<file path="config.mk">
export PLATFORM = sky130hd
export DESIGN_NAME = regfile_dump
export DESIGN_NICKNAME = d
export VERILOG_FILES = /design/src/rtl/regfile_dump.sv
export SDC_FILE = /design/constraint.sdc
export NUM_CORES = 1
export LEC_CHECK = 0
export ABC_CLOCK_PERIOD_IN_PS = 1820
export CAP_MARGIN = 20
export CORE_AREA = 4 4 110 112
export DETAILED_ROUTE_END_ITERATION = 8
export DIE_AREA = 0 0 114 116
export GPL_TIMING_DRIVEN = 0
export SKIP_LAST_GASP = 1
export SLEW_MARGIN = 40
export SYNTH_ARGS = -nofsm -noshare
export SYNTH_HDL_FRONTEND = slang
export SYNTH_SLANG_ARGS = --single-unit
</file>
<file path="constraint.sdc">
create_clock -name clk -period 1.82 [get_ports clk]
set_input_delay 0.364 -clock clk [delete_from_list [all_inputs] [get_ports clk]]
set_output_delay 0.364 -clock clk [all_outputs]
set_load 0.01 [all_outputs]
</file>
<file path="src/rtl/regfile_dump.sv">
// rtl/regfile_dump.sv - register file read-side dump sequencer
//
// Sweeps registers FIRST_REG..LAST_REG through both regfile read ports.
// Each fetch reads two registers. Each register then leaves as one
// {addr,data} beat on a valid/ready stream.
//
// Ports:
//   clk, rst              clock (rising edge), asynchronous active-low reset
//   start                 dump request, sampled only while idle
//   busy, done            busy is high outside IDLE; done is a one-cycle pulse at the end
//   rs1_addr, rs2_addr    regfile read addresses, driven only during FETCH
//   rs1_data, rs2_data    combinational regfile read data
//   out_valid, out_ready  beat handshake
//   out_addr, out_data    register index and contents of the current beat
//   out_last              marks the beat carrying LAST_REG
module regfile_dump #(
    parameter int unsigned DATA_W    = 32,
    parameter int unsigned ADDR_W    = 5,
    parameter int unsigned FIRST_REG = 1,
    parameter int unsigned LAST_REG  = 31
) (
    input  logic              clk,
    input  logic              rst,
    input  logic              start,
    output logic              busy,
    output logic              done,
    output logic [ADDR_W-1:0] rs1_addr,
    output logic [ADDR_W-1:0] rs2_addr,
    input  logic [DATA_W-1:0] rs1_data,
    input  logic [DATA_W-1:0] rs2_data,
    output logic              out_valid,
    input  logic              out_ready,
    output logic [ADDR_W-1:0] out_addr,
    output logic [DATA_W-1:0] out_data,
    output logic              out_last
);

    typedef enum logic [2:0] {
        IDLE  = 3'd0,
        FETCH = 3'd1,
        EMIT0 = 3'd2,
        EMIT1 = 3'd3,
        DONE  = 3'd4
    } state_t;

    // ptr carries one extra bit so ptr+1 cannot wrap when LAST_REG is the top register.
    localparam logic [ADDR_W:0] FIRST = FIRST_REG[ADDR_W:0];
    localparam logic [ADDR_W:0] LAST  = LAST_REG[ADDR_W:0];

    state_t            state, state_nxt;
    logic [ADDR_W:0]   ptr, ptr_nxt;
    logic [ADDR_W:0]   ptr_p1;
    logic [ADDR_W:0]   cur_addr;
    logic [DATA_W-1:0] buf0, buf1;
    logic              load_bufs;

    assign ptr_p1 = ptr + 1'b1;

    always_ff @(posedge clk or negedge rst) begin
        if (!rst) begin
            state <= IDLE;
            ptr   <= '0;
            buf0  <= '0;
            buf1  <= '0;
        end else begin
            state <= state_nxt;
            ptr   <= ptr_nxt;
            if (load_bufs) begin
                buf0 <= rs1_data;
                buf1 <= rs2_data;
            end
        end
    end

    always_comb begin
        state_nxt = state;
        ptr_nxt   = ptr;
        load_bufs = 1'b0;
        case (state)
            IDLE: begin
                if (start) begin
                    ptr_nxt   = FIRST;
                    state_nxt = FETCH;
                end
            end
            FETCH: begin
                load_bufs = 1'b1;
                state_nxt = EMIT0;
            end
            EMIT0: begin
                if (out_ready) begin
                    state_nxt = (ptr == LAST) ? DONE : EMIT1;
                end
            end
            EMIT1: begin
                if (out_ready) begin
                    if (ptr_p1 == LAST) begin
                        state_nxt = DONE;
                    end else begin
                        ptr_nxt   = ptr + 2'd2;
                        state_nxt = FETCH;
                    end
                end
            end
            DONE: begin
                state_nxt = IDLE;
            end
            default: begin
                state_nxt = IDLE;
            end
        endcase
    end

    // All outputs decode from registered state, ptr and buffers; out_ready feeds only next-state.
    always_comb begin
        busy      = (state != IDLE);
        done      = (state == DONE);
        rs1_addr  = '0;
        rs2_addr  = '0;
        out_valid = 1'b0;
        cur_addr  = '0;
        out_data  = '0;
        case (state)
            FETCH: begin
                rs1_addr = ptr[ADDR_W-1:0];
                // The second port idles at 0 when the range ends on the first register of the pair.
                if (ptr_p1 <= LAST) begin
                    rs2_addr = ptr_p1[ADDR_W-1:0];
                end
            end
            EMIT0: begin
                out_valid = 1'b1;
                cur_addr  = ptr;
                out_data  = buf0;
            end
            EMIT1: begin
                out_valid = 1'b1;
                cur_addr  = ptr_p1;
                out_data  = buf1;
            end
            default: begin
            end
        endcase
        out_addr = cur_addr[ADDR_W-1:0];
        out_last = out_valid && (cur_addr == LAST);
    end

endmodule

</file>
# Word level (Yosys, flattened, before mapping)

Index checks and enable logic that the tools add are counted.

Add/subtract/negate cells: 2
Order comparisons: 1
Equal/unequal tests: 11
Mux-type cells: 17
Reductions and logical operators: 7

Operator list:

| kind                                                                   | count |
|---|---|
| 32-bit case mux with 2 select lines                                    | 1 |
| 6-bit case mux with 2 select lines                                     | 2 |
| 6-bit by 5-bit == test with 1-bit output (second input constant)       | 3 |
| 6-bit 2-to-1 mux                                                       | 3 |
| 3-bit 2-to-1 mux                                                       | 5 |
| 5-bit 2-to-1 mux                                                       | 3 |
| 3-bit case mux with 4 select lines                                     | 1 |
| 2-bit != test (second input constant)                                  | 4 |
| 6-bit by 1-bit adder with 6-bit output (second input constant)         | 1 |
| 6-bit by 2-bit adder with 6-bit output (second input constant)         | 1 |
| 3-bit by 2-bit == test with 1-bit output (second input constant)       | 2 |
| 6-bit by 5-bit <= comparator with 1-bit output (second input constant) | 1 |
| 4-bit AND reduction                                                    | 1 |
| 3-bit by 1-bit == test with 1-bit output (second input constant)       | 1 |
| 3-bit == test (second input constant)                                  | 1 |
| 3-bit zero test                                                        | 1 |
| 3-bit AND reduction                                                    | 1 |
| 3-bit nonzero test                                                     | 1 |
| 1-bit 2-to-1 mux                                                       | 2 |
| 2-bit nonzero test                                                     | 1 |
| 2-bit OR reduction                                                     | 1 |
| 1-bit logical AND                                                      | 1 |

Flip-flop bits (word level): 73
Output and inout port bits: 51

# Depth between registers and ports, before layout

Gate-level depths: netlist of run 1.

Depth in word-level cells: 5
Gate-level depth with buffers: 7
Gate-level depth less buffers: 6

# Worst setup path before layout of run 1

Ideal clock, no wire load.

Path type: register -> output
Start: register ptr[1]
End: output out_last
Arrival: 1463 ps
Slack: -7 ps
Cell stages (with the launch flop): 6
Cells stage by stage: dfrtp_1 -> ha_1 -> nand3_1 -> xnor2_1 -> nor2_1 -> and4_1

Word-level cells in the longest chain between the ends: 4

Ends and longest elaborated chain:

| element                                  | RTL line | text |
|---|---|---|
| start: declaration                       | 51       | `logic [ADDR_W:0] ptr, ptr_nxt;` |
| start signal: assignment                 | 67       | `ptr <= ptr_nxt;` |
| 6-bit by 1-bit adder with 6-bit output   | 57       | `assign ptr_p1 = ptr + 1'b1;` |
| 6-bit case mux with 2 select lines       | 123      | `case (state)` |
| net out_addr[3]                          | 33       | `output logic [ADDR_W-1:0] out_addr,` |
| 6-bit by 5-bit == test with 1-bit output | 145      | `out_last = out_valid && (cur_addr == LAST);` |
| 1-bit logical AND                        | 145      |  |
| end: declaration                         | 35       | `output logic out_last` |

The timed path passes the listed nets, and every way through them passes these cells.

# Final worst setup path of run 1

Start: register ptr[1]
End: output out_last

Word-level cells in the longest chain between the ends: 4

Ends and longest elaborated chain:

| element                                    | RTL line |
|---|---|
| 6-bit by 1-bit adder with 6-bit output     | 57 |
| 6-bit case mux with 2 select lines *       | 123 |
| 6-bit by 5-bit == test with 1-bit output * | 145 |
| 1-bit logical AND *                        | 145 |

Mark *: on every way between the ends. The rest lies on a longest branch, timed or not.

==> impl_metrics.yaml, run 1 <==
worst_setup_path:
  regToRegEndpoint: "ptr[5]"
  cp_data_required_time_ns: 1.46
  crit_type: "register to output port"
  cp_cell_sequence: "buf_12, ha_4, nor2_2, nand2_1, a21oi_2, and4_1, buf_2"
  cp_num_cells: 7
  cp-endpoint: "out_last"
  r2r_slack_ns: 0.02
  ff2ff_path_depth: 7
  slowest_stage: "dfrtp_2"
  endpoint_kind: "output port"
  timing.rr.start: "ptr[0]"
  cp_max_fo: 5
  crit_path_start: "ptr[1]"
  cp_data_arrival_time_ns: 1.75
  critPathMaxStageDelay_ns: 0.48
  startpoint_type: "register"
  cp_num_buf_inv: 2
  cp_top_family: "flip-flops"
min_path:
  holdCritPathClass: "input port to asynchronous set/reset pin"
layout:
  fin_nets: 553
  syn_to_final_growth_pct: 60.8
  mostFrequentLayoutCells: "71 x dfrtp_1, 66 x clkdlybuf4s50_1, 53 x mux2_2"
  drive_above_1_share: 0.464
  fillCellCount: 1023
  regArea_sq_um: 1830
  fin_util: 0.535
  design_area_sq_um: 6010
  multi_input_area_sq_um: 1900
  diodes: 0
  mostFrequentLayoutCell: "dfrtp_1"
placed_design:
  place_ws_ns: -0.539
  io_buffers: 118
  place_hpwl_mm: 7.22
  place_congestion: 0.807
  placed_area_sq_um: 5130
synthesis:
  ys_warn_count: 0
  ys_types: 43
  syn-num-nets: 382
  syn-mean-instance-area_sq_um: 12.0
  synth_seq_cells: 73
  yosysTopAreaCell: "dfrtp_1"
  synth_top_area_frac: 0.489
  async_reset_ff_frac: 1.00
  synth-edff-count: 0
  seq_area_frac_synth: 0.489
  postSynthCellCount: 311
  ys.flop_type: "dfrtp_1"
  syn-cell-area_sq_um: 3740
  synth_area_leaders: "dfrtp_1 49%, mux2_2 16%, mux2i_1 9.1%"
power_and_ir_drop:
  seqPwrFrac: 0.262
  p_total_uw: 11200
  p_per_area_nw_per_um2: 1860
  switchingPower_uw: 4020
  comb_power_share: 0.590
  p_leak_uw: 0.00271
  ir_worst_vdd_mv: 0.775
  pwr-share-clk: 0.149
  p_int_uw: 7160
  switching_share: 0.359
clocking:
  cts_tree: "done"
  cts_made_buffers: 9
  path_clk_slew_ns: 0.06
  max-clock-path-buffers: 2
  cts_root_buffer: "clkbuf_16"
  clock-sinks: 73
  htreeDepth: 3
  clock_latency_ns: 0.33
floorplanning:
  initial_core_util: 0.333
  pin_count: 119
  num_rows: 39
  die_area_sq_um: 13200
  die_w_um: 114
  die_y_um: 116
  fp.coreArea_sq_um: 11200
timing:
  drv_slew: 0
  timing.final.hold_violations: 0
  worst_pin_slew_ns: 0.317
  fin_tns_setup_ns: -5.12
  slew_headroom: 0.786
  min_period_over_period: 1.16
  fmax_ghz: 0.473
  setup_ws_ns: -0.293
  final-setup-viol-count: 51
  rsz0062_at_grt: "true"
  period_needed_ns: 2.11
  skew_ns: 0.00393
global_routing:
  grt_pass1_wl_mm: 17.5
  track_usage: 0.171
  grt_max_degree: 55
  grt_overflow: 0
  antenna_found_initial: 1
  grt_pass1_vias: 3334
detailed_routing:
  drtPass1Iterations: 4
  routedWlPerCell_um: 17.8
  postRouteAntennaNets: 0
  drc: 0
  wirelength_mm: 11.2
  vias_per_cell: 4.83
  drt_iter0_drc: 84
  vias: 3046
flow_run:
  maxCapViolCount: 0
run_status:
  violations: "setup timing"
  status: "finished with violations"
-- repair_timing --
action / 4_1_cts / 5_1_grt
setup buffers: 28 / 12
gates cloned: 5 / 2
endpoints found under the setup margin: 56 / 61
hold buffers: 1 / 0
hold endpoints to repair: 19 / 0
pin swaps: 15 / 24
gates resized for setup: 243 / 58
-- worst min-delay path by stage --
stage                           to  slack, ns  depth (start not counted)
final                     buf0[26]       0.44                          2
after global routing      buf0[26]       0.45                          2
after CTS                 buf0[26]       0.43                          2
after detailed placement  buf0[26]       0.22                          1
after global placement    buf1[16]       0.47                          1
after floorplan            buf0[0]       0.07                          0
-- cells in the mapped netlist (2+ instances only) --
library cell / count
mux2_2: 53
nand2b_1: 2
nor3_1: 2
mux2_1: 11
buf_2: 11
nor2_1: 44
dfrtp_1: 73
o21ai_0: 2
nand2_1: 9
ha_1: 3
xnor2_1: 3
buf_4: 2
mux2i_1: 34
buf_6: 9
nand4_1: 3
nand3b_1: 3
a211oi_1: 2
a21oi_1: 4
and2_1: 6
nand3_1: 5
xor2_1: 4
inv_1: 5
-- worst register-to-register path: cells and delay by family (launching register included) --
kind                       cells  cell delay, ns
buffers and inverters          3            0.47
adders and majority gates      1            0.16
AOI/OAI and AO/OA              2            0.42
DFF                            1            0.39
xor gates and xnor gates       1            0.25
-- metal layers --
layer / vias to the layer above / routed length, um / track usage
met1: 1514 / 4480 / 0.201
met5: - / 13 / 0
met3: 13 / 866 / 0.0668
met2: 92 / 5730 / 0.293
met4: 2 / 120 / 0.0475
li1: 1425 / - / -
-- cells by family (layout without fill, tap and decap cells) --
family	after synthesis	in the layout	share of synthesized area
buffers and inverters	28	204	0.0519
adders and majority gates	3	3	0.0100
and+or+nand+nor	82	82	0.109
DFF	73	73	0.489
xor gates and xnor gates	7	7	0.0164
muxes	98	98	0.284
AOI/OAI and AO/OA	20	20	0.0395
-- power by group through the flow --
stage | logic, uW | clock network (uW) | registers (uW)
global route | 7120 | 1780 | 3030
global placement | 5370 | 0 | 2840
CTS | 6280 | 1710 | 2870
detailed placement | 5420 | 0 | 2880
floorplan | 3250 | 0 | 2750
finish | 6590 | 1660 | 2930
-- sequential cells by signal, indices dropped and copies added (netlist names) --
signal  cells
buf0       32
buf1       32
ptr         6
state       3
-- per-stage QoR --
step                      std cells  hold WS (ns)
after detailed placement        573         0.224
after global placement          572         0.468
after CTS                       623         0.430
final                           630         0.436
after floorplan                 311        0.0684
after global routing            630         0.453
-- cell type report --
cell class,instances,share of cell area
multi-input cells,210,0.317
flip-flops and latches,73,0.304
repair buffers,161,0.249
plain buffers,21,0.0485
clock buffers,11,0.0421
well taps,143,0.0298
clock inverters,5,0.00500
inverters,6,0.00416
Note: power is estimated with default switching activity, not from simulation.
==> run 2, diff against run 1 <==
--- a/config.mk
+++ b/config.mk
@@ -11,8 +11,8 @@
 export DETAILED_ROUTE_END_ITERATION = 8
 export DIE_AREA = 0 0 114 116
 export GPL_TIMING_DRIVEN = 0
+export PLACE_DENSITY = 0.62
 export SKIP_LAST_GASP = 1
-export SLEW_MARGIN = 40
 export SYNTH_ARGS = -nofsm -noshare
 export SYNTH_HDL_FRONTEND = slang
 export SYNTH_SLANG_ARGS = --single-unit
==> run 2 against run 1 <==
Compared with the run above: the flow still finishes with violations (setup timing); global-route usage fell by 0.41 points; core utilization fell by 0.28 points; final area is 0.52% lower; critical path depth fell by 1; via count grew 0.20%; register-to-register slack worse by 0.06 ns; first-iteration DRC count shrank 32%; cell count shrank 0.63%; die area unchanged; sequential power hardly changed; clock power barely moved; count of clock-buffer cells in the layout is the same; critical endpoint unchanged; highest routed layer is now met4.
==> impl_metrics.yaml, run 2 (synthesized netlist as in run 1, its figures left out) <==
run_status:
  status: "finished with violations"
  violations: "setup timing"
layout:
  mostFrequentLayoutCell: "dfrtp_1"
  fin_nets: 550
  syn_to_final_growth_pct: 60.0
  diodes: 0
  mostFrequentLayoutCells: "70 x dfrtp_1, 66 x clkdlybuf4s50_1, 53 x mux2_2"
  top_regs: "buf0: 32 flops, buf1: 32 flops, ptr: 6 flops"
  regArea_sq_um: 1830
  drive_above_1_share: 0.472
  multi_input_area_sq_um: 1910
  layout.cells.non_filler: 626
  fillCellCount: 1022
power_and_ir_drop:
  pwr-share-clk: 0.152
  p_int_uw: 7080
  p_per_area_nw_per_um2: 1840
  seqPwrFrac: 0.264
  comb_power_share: 0.584
  switching_share: 0.357
  switchingPower_uw: 3930
  p_leak_uw: 0.00268
  ir_worst_vdd_mv: 0.742
timing:
  period_needed_ns: 2.09
  skew_ns: 0.00447
  drv_slew: 0
  setup_ws_ns: -0.274
  fmax_ghz: 0.478
  rsz0062_at_grt: "true"
  slew_headroom: 0.706
  worst_pin_slew_ns: 0.437
  timing.final.hold_violations: 0
  final-setup-viol-count: 43
  min_period_over_period: 1.15
global_routing:
  grt_pass1_wl_mm: 17.0
  track_usage: 0.167
  antenna_found_initial: 0
  grt_pass1_vias: 3158
  grt_max_degree: 52
  grt_overflow: 0
worst_setup_path:
  cp_top_family: "simple AND/OR/NAND/NOR gates"
  crit_type: "register to output port"
  cp_max_fo: 4
  cp_data_required_time_ns: 1.46
  critPathMaxStageDelay_ns: 0.42
  cp_data_arrival_time_ns: 1.73
  cp_cell_sequence: "ha_2, nand4_1, xor2_1, nor2_1, and4_1, buf_2"
  crit_path_start: "ptr[1]"
  regToRegEndpoint: "ptr[4]"
  timing.rr.start: "ptr[1]"
  r2r_slack_ns: -0.04
  startpoint_type: "register"
  endpoint_kind: "output port"
  slowest_stage: "dfrtp_2"
  ff2ff_path_depth: 7
  cp_num_buf_inv: 1
floorplanning:
  num_rows: 39
  die_y_um: 116
  die_w_um: 114
  die_area_sq_um: 13200
  fp.coreArea_sq_um: 11200
  pin_count: 119
  initial_core_util: 0.333
flow_run:
  maxCapViolCount: 0
clocking:
  path_clk_slew_ns: 0.05
  cts_tree: "done"
  clock-sinks: 73
  htreeDepth: 3
  clock_latency_ns: 0.32
  cts_made_buffers: 9
  max-clock-path-buffers: 2
  cts_root_buffer: "clkbuf_16"
placed_design:
  place_ws_ns: -0.556
  dp_cells: 573
  place_congestion: 0.815
  place_hpwl_mm: 7.26
  io_buffers: 118
min_path:
  holdCritPathClass: "input port to asynchronous set/reset pin"
detailed_routing:
  postRouteAntennaNets: 0
  wirelength_mm: 11.2
  drt_iter0_drc: 57
  vias: 3052
  drc: 0
  vias_per_cell: 4.88
  drtPass1Iterations: 4
  routedWlPerCell_um: 17.8
==> run 2: cell types whose count changed in the layout (fill, tap and decap cells not counted), sizes merged <==
| cell | change |
|---|---|
| buf | -3 |
| bufinv | +1 |
| dlymetal6s2s | -1 |
| clkbuf | +1 |
| clkinvlp | -2 |
==> run 2: power groups by stage <==
stage          clock [uW]  sequential (uW)  combinational, uW
6_report             1670             2910               6430
3_3_place_gp            0             2830               5370
2_1_floorplan           0             2750               3250
3_5_place_dp            0             2870               5430
5_1_grt              1790             3010               6920
4_1_cts              1720             2870               6070
==> run 2: per-stage QoR <==
step,TNS [ns],utilization,instance area (sq um),total power (uW),hold slack [ns]
6_report,-2.97,0.533,5980,11000,0.488
5_1_grt,-6.12,0.533,5980,11700,0.501
4_1_cts,-5.67,0.514,5770,10700,0.487
3_5_place_dp,-19.62,0.457,5120,8300,0.294
3_3_place_gp,-181.39,0.454,5100,8210,0.467
2_1_floorplan,0,-,3740,6000,0.0684
==> run 2: final cells by class <==
type	instances	area share
inverters	6	0.00419
plain buffers	19	0.0435
well taps	143	0.0299
clock buffers	11	0.0389
repair buffers	160	0.251
clock inverters	4	0.00753
multi-input cells	210	0.319
flip-flops and latches	73	0.306
==> run 2: worst reg2reg max path: cells and delay by family (launching register included) <==
kind                     cells  cell delay [ns]
AO/OA/AOI/OAI                4             0.81
adder cells (fa/ha/maj)      1             0.19
buffers and inverters        2             0.33
flip-flops                   1             0.45
==> run 2: per-layer routing <==
| metal | part of all wire | track usage | vias up |
|---|---|---|---|
| met5 | 0 | 0 | - |
| met4 | 0.015 | 0.0372 | 0 |
| met3 | 0.080 | 0.0674 | 21 |
| met2 | 0.49 | 0.277 | 97 |
| met1 | 0.41 | 0.206 | 1516 |
| li1 | - | - | 1418 |
==> run 2: worst max-delay path by stage <==
stage | cells after the start | endpoint
after floorplan | 5 | out_last
after global placement | 1 | buf1[12]
after detailed placement | 6 | rs2_addr[3]
after CTS | 6 | out_last
after global routing | 6 | out_last
final | 6 | out_last
==> run 2: repair_timing <==
item	CTS	global route
pin swaps	16	20
buffers inserted	21	16
gates cloned	5	2
resized for setup	243	72
endpoints found under the hold margin	22	0
setup endpoints to repair	56	54
hold buffers	1	0
==> run 3, diff against run 2 <==
--- a/config.mk
+++ b/config.mk
@@ -7,11 +7,11 @@
 export LEC_CHECK = 0
 export ABC_CLOCK_PERIOD_IN_PS = 1820
 export CAP_MARGIN = 20
-export CORE_AREA = 4 4 110 112
+export CORE_AREA = 4 4 100 102
 export DETAILED_ROUTE_END_ITERATION = 8
-export DIE_AREA = 0 0 114 116
+export DIE_AREA = 0 0 104 106
 export GPL_TIMING_DRIVEN = 0
-export PLACE_DENSITY = 0.62
+export PLACE_DENSITY = 0.74
 export SKIP_LAST_GASP = 1
 export SYNTH_ARGS = -nofsm -noshare
 export SYNTH_HDL_FRONTEND = slang
==> run 3 against run 2 <==
Compared with the run above: final area rose by 8.7%; core utilization rose by 18 points; die area fell by 17%; global-route usage rose by 4.7 points; via count rose by 6.6%; fmax fell by 4.6%; hold slack improved by 0.0085 ns; the run still ends with setup timing left.
==> impl_metrics.yaml, run 3 (synthesized netlist as in run 1, its figures left out) <==
power_and_ir_drop:
  p_per_area_nw_per_um2: 1960
  p_leak_uw: 0.00276
  ir_worst_vdd_mv: 0.896
timing:
  drv_slew: 0
  setup_ws_ns: -0.374
  worst_pin_slew_ns: 0.463
  slew_headroom: 0.689
  skew_ns: 0.00727
  period_needed_ns: 2.19
  min_period_over_period: 1.21
  fmax_ghz: 0.456
  final-setup-viol-count: 53
  rsz0062_at_grt: "true"
  timing.final.hold_violations: 0
detailed_routing:
  wirelength_mm: 12.5
  routedWlPerCell_um: 20.5
  drt_iter0_drc: 117
  postRouteAntennaNets: 0
  drc: 0
  drtPass1Iterations: 5
  vias_per_cell: 5.34
  vias: 3254
floorplanning:
  pin_count: 119
  fp.coreArea_sq_um: 9110
  die_area_sq_um: 11000
  die_w_um: 104
  die_y_um: 106
  initial_core_util: 0.410
  num_rows: 35
layout:
  top_regs: "buf0: 32 flops, buf1: 32 flops, ptr: 6 flops"
  drive_above_1_share: 0.550
  diodes: 0
  fillCellCount: 580
  multi_input_area_sq_um: 2260
  design_area_sq_um: 6500
  fin_nets: 564
  mostFrequentLayoutCell: "dfrtp_1"
  syn_to_final_growth_pct: 73.9
  layout.cells.non_filler: 609
  regArea_sq_um: 1830
  mostFrequentLayoutCells: "71 x dfrtp_1, 66 x clkdlybuf4s50_1, 53 x mux2_2"
global_routing:
  track_usage: 0.214
  antenna_found_initial: 0
  grt_max_degree: 42
  grt_overflow: 0
  grt_pass1_vias: 3429
  grt_pass1_wl_mm: 18.4
worst_setup_path:
  timing.rr.start: "ptr[0]"
  cp_cell_sequence: "buf_4, ha_2, nand4_1, xor2_1, nor2_1, and4_1, buf_2"
  r2r_slack_ns: -0.19
  crit_type: "register to output port"
  ff2ff_path_depth: 6
  cp_data_arrival_time_ns: 1.83
  cp_max_fo: 4
  slowest_stage: "dfrtp_1"
  critPathMaxStageDelay_ns: 0.39
  regToRegEndpoint: "ptr[4]"
  cp_data_required_time_ns: 1.46
  startpoint_type: "register"
  endpoint_kind: "output port"
clocking:
  path_clk_slew_ns: 0.08
  clock_latency_ns: 0.35
  clock-sinks: 73
  htreeDepth: 3
  cts_root_buffer: "clkbuf_8"
  max-clock-path-buffers: 2
  cts_made_buffers: 9
  cts_tree: "done"
min_path:
  hold_path_startpoint: "buf1[13]"
  holdPathEnd: "buf1[13]"
  holdPathStages: 1
  holdCritPathClass: "register to register"
run_status:
  violations: "setup timing"
  status: "finished with violations"
placed_design:
  dp_cells: 541
  io_buffers: 118
  placed_area_sq_um: 5080
  place_hpwl_mm: 7.01
  place_congestion: 0.908
flow_run:
  maxCapViolCount: 0
==> run 3: how the worst max path moves through the flow <==
stage	slack [ns]	cells after the start	startpoint	endpoint
floorplan	0.05	5	ptr[1]	out_last
detailed placement	-0.53	6	state[1]	rs2_addr[3]
global placement	-2.25	1	rst	buf1[28]
finish	-0.37	7	ptr[0]	out_last
global route	-0.47	7	ptr[0]	out_last
CTS	-0.30	7	ptr[0]	out_last
==> run 3: area by class of cell <==
class,count,share of cell area
sequential,73,0.281
tap,111,0.0214
inverter,6,0.00385
timing repair buffer,172,0.266
clock inverter,6,0.0139
buffer,21,0.0452
multi-input combinational,210,0.347
clock buffer,10,0.0212
==> run 3: per-stage QoR <==
step	hold WS (ns)	setup slack [ns]	util	TNS, ns	power (uW)
after global routing	0.522	-0.474	0.714	-12.50	13400
after global placement	0.468	-2.25	0.555	-181.21	8130
final	0.496	-0.374	0.714	-8.69	12700
after floorplan	0.0684	0.0507	-	0	6000
after CTS	0.494	-0.301	0.647	-7.84	10900
after detailed placement	0.342	-0.532	0.557	-17.83	8280
==> run 3: per-layer routing <==
layer / part of all wire / wire, um / track usage / up-vias
li1: - / - / - / 1451
met1: 0.40 / 5000 / 0.264 / 1636
met3: 0.064 / 800 / 0.0692 / 28
met4: 0.029 / 359 / 0.0741 / 0
met5: 0 / 0 / 0 / -
met2: 0.51 / 6320 / 0.354 / 139
==> run 3: timing repair <==
item / CTS / global route
pin swaps: 17 / 27
setup endpoints to repair: 55 / 54
resized for setup: 278 / 132
cloned: 6 / 0
hold endpoints to repair: 32 / 0
buffers inserted: 37 / 13
hold buffers: 1 / 0
==> run 3: power breakdown <==
part           switching [uW]  total [uW]  internal (uW)
registers                 654        3090           2440
logic                    3510        8200           4690
clock network             629        1440            814
==> run 3: critical path, delay by kind of cell, from the launching register on <==
kind,cells,cell delay [ns]
buf+inv,2,0.25
flops,1,0.39
simple gates,3,0.45
fa+ha+maj,1,0.22
xor+xnor,1,0.17
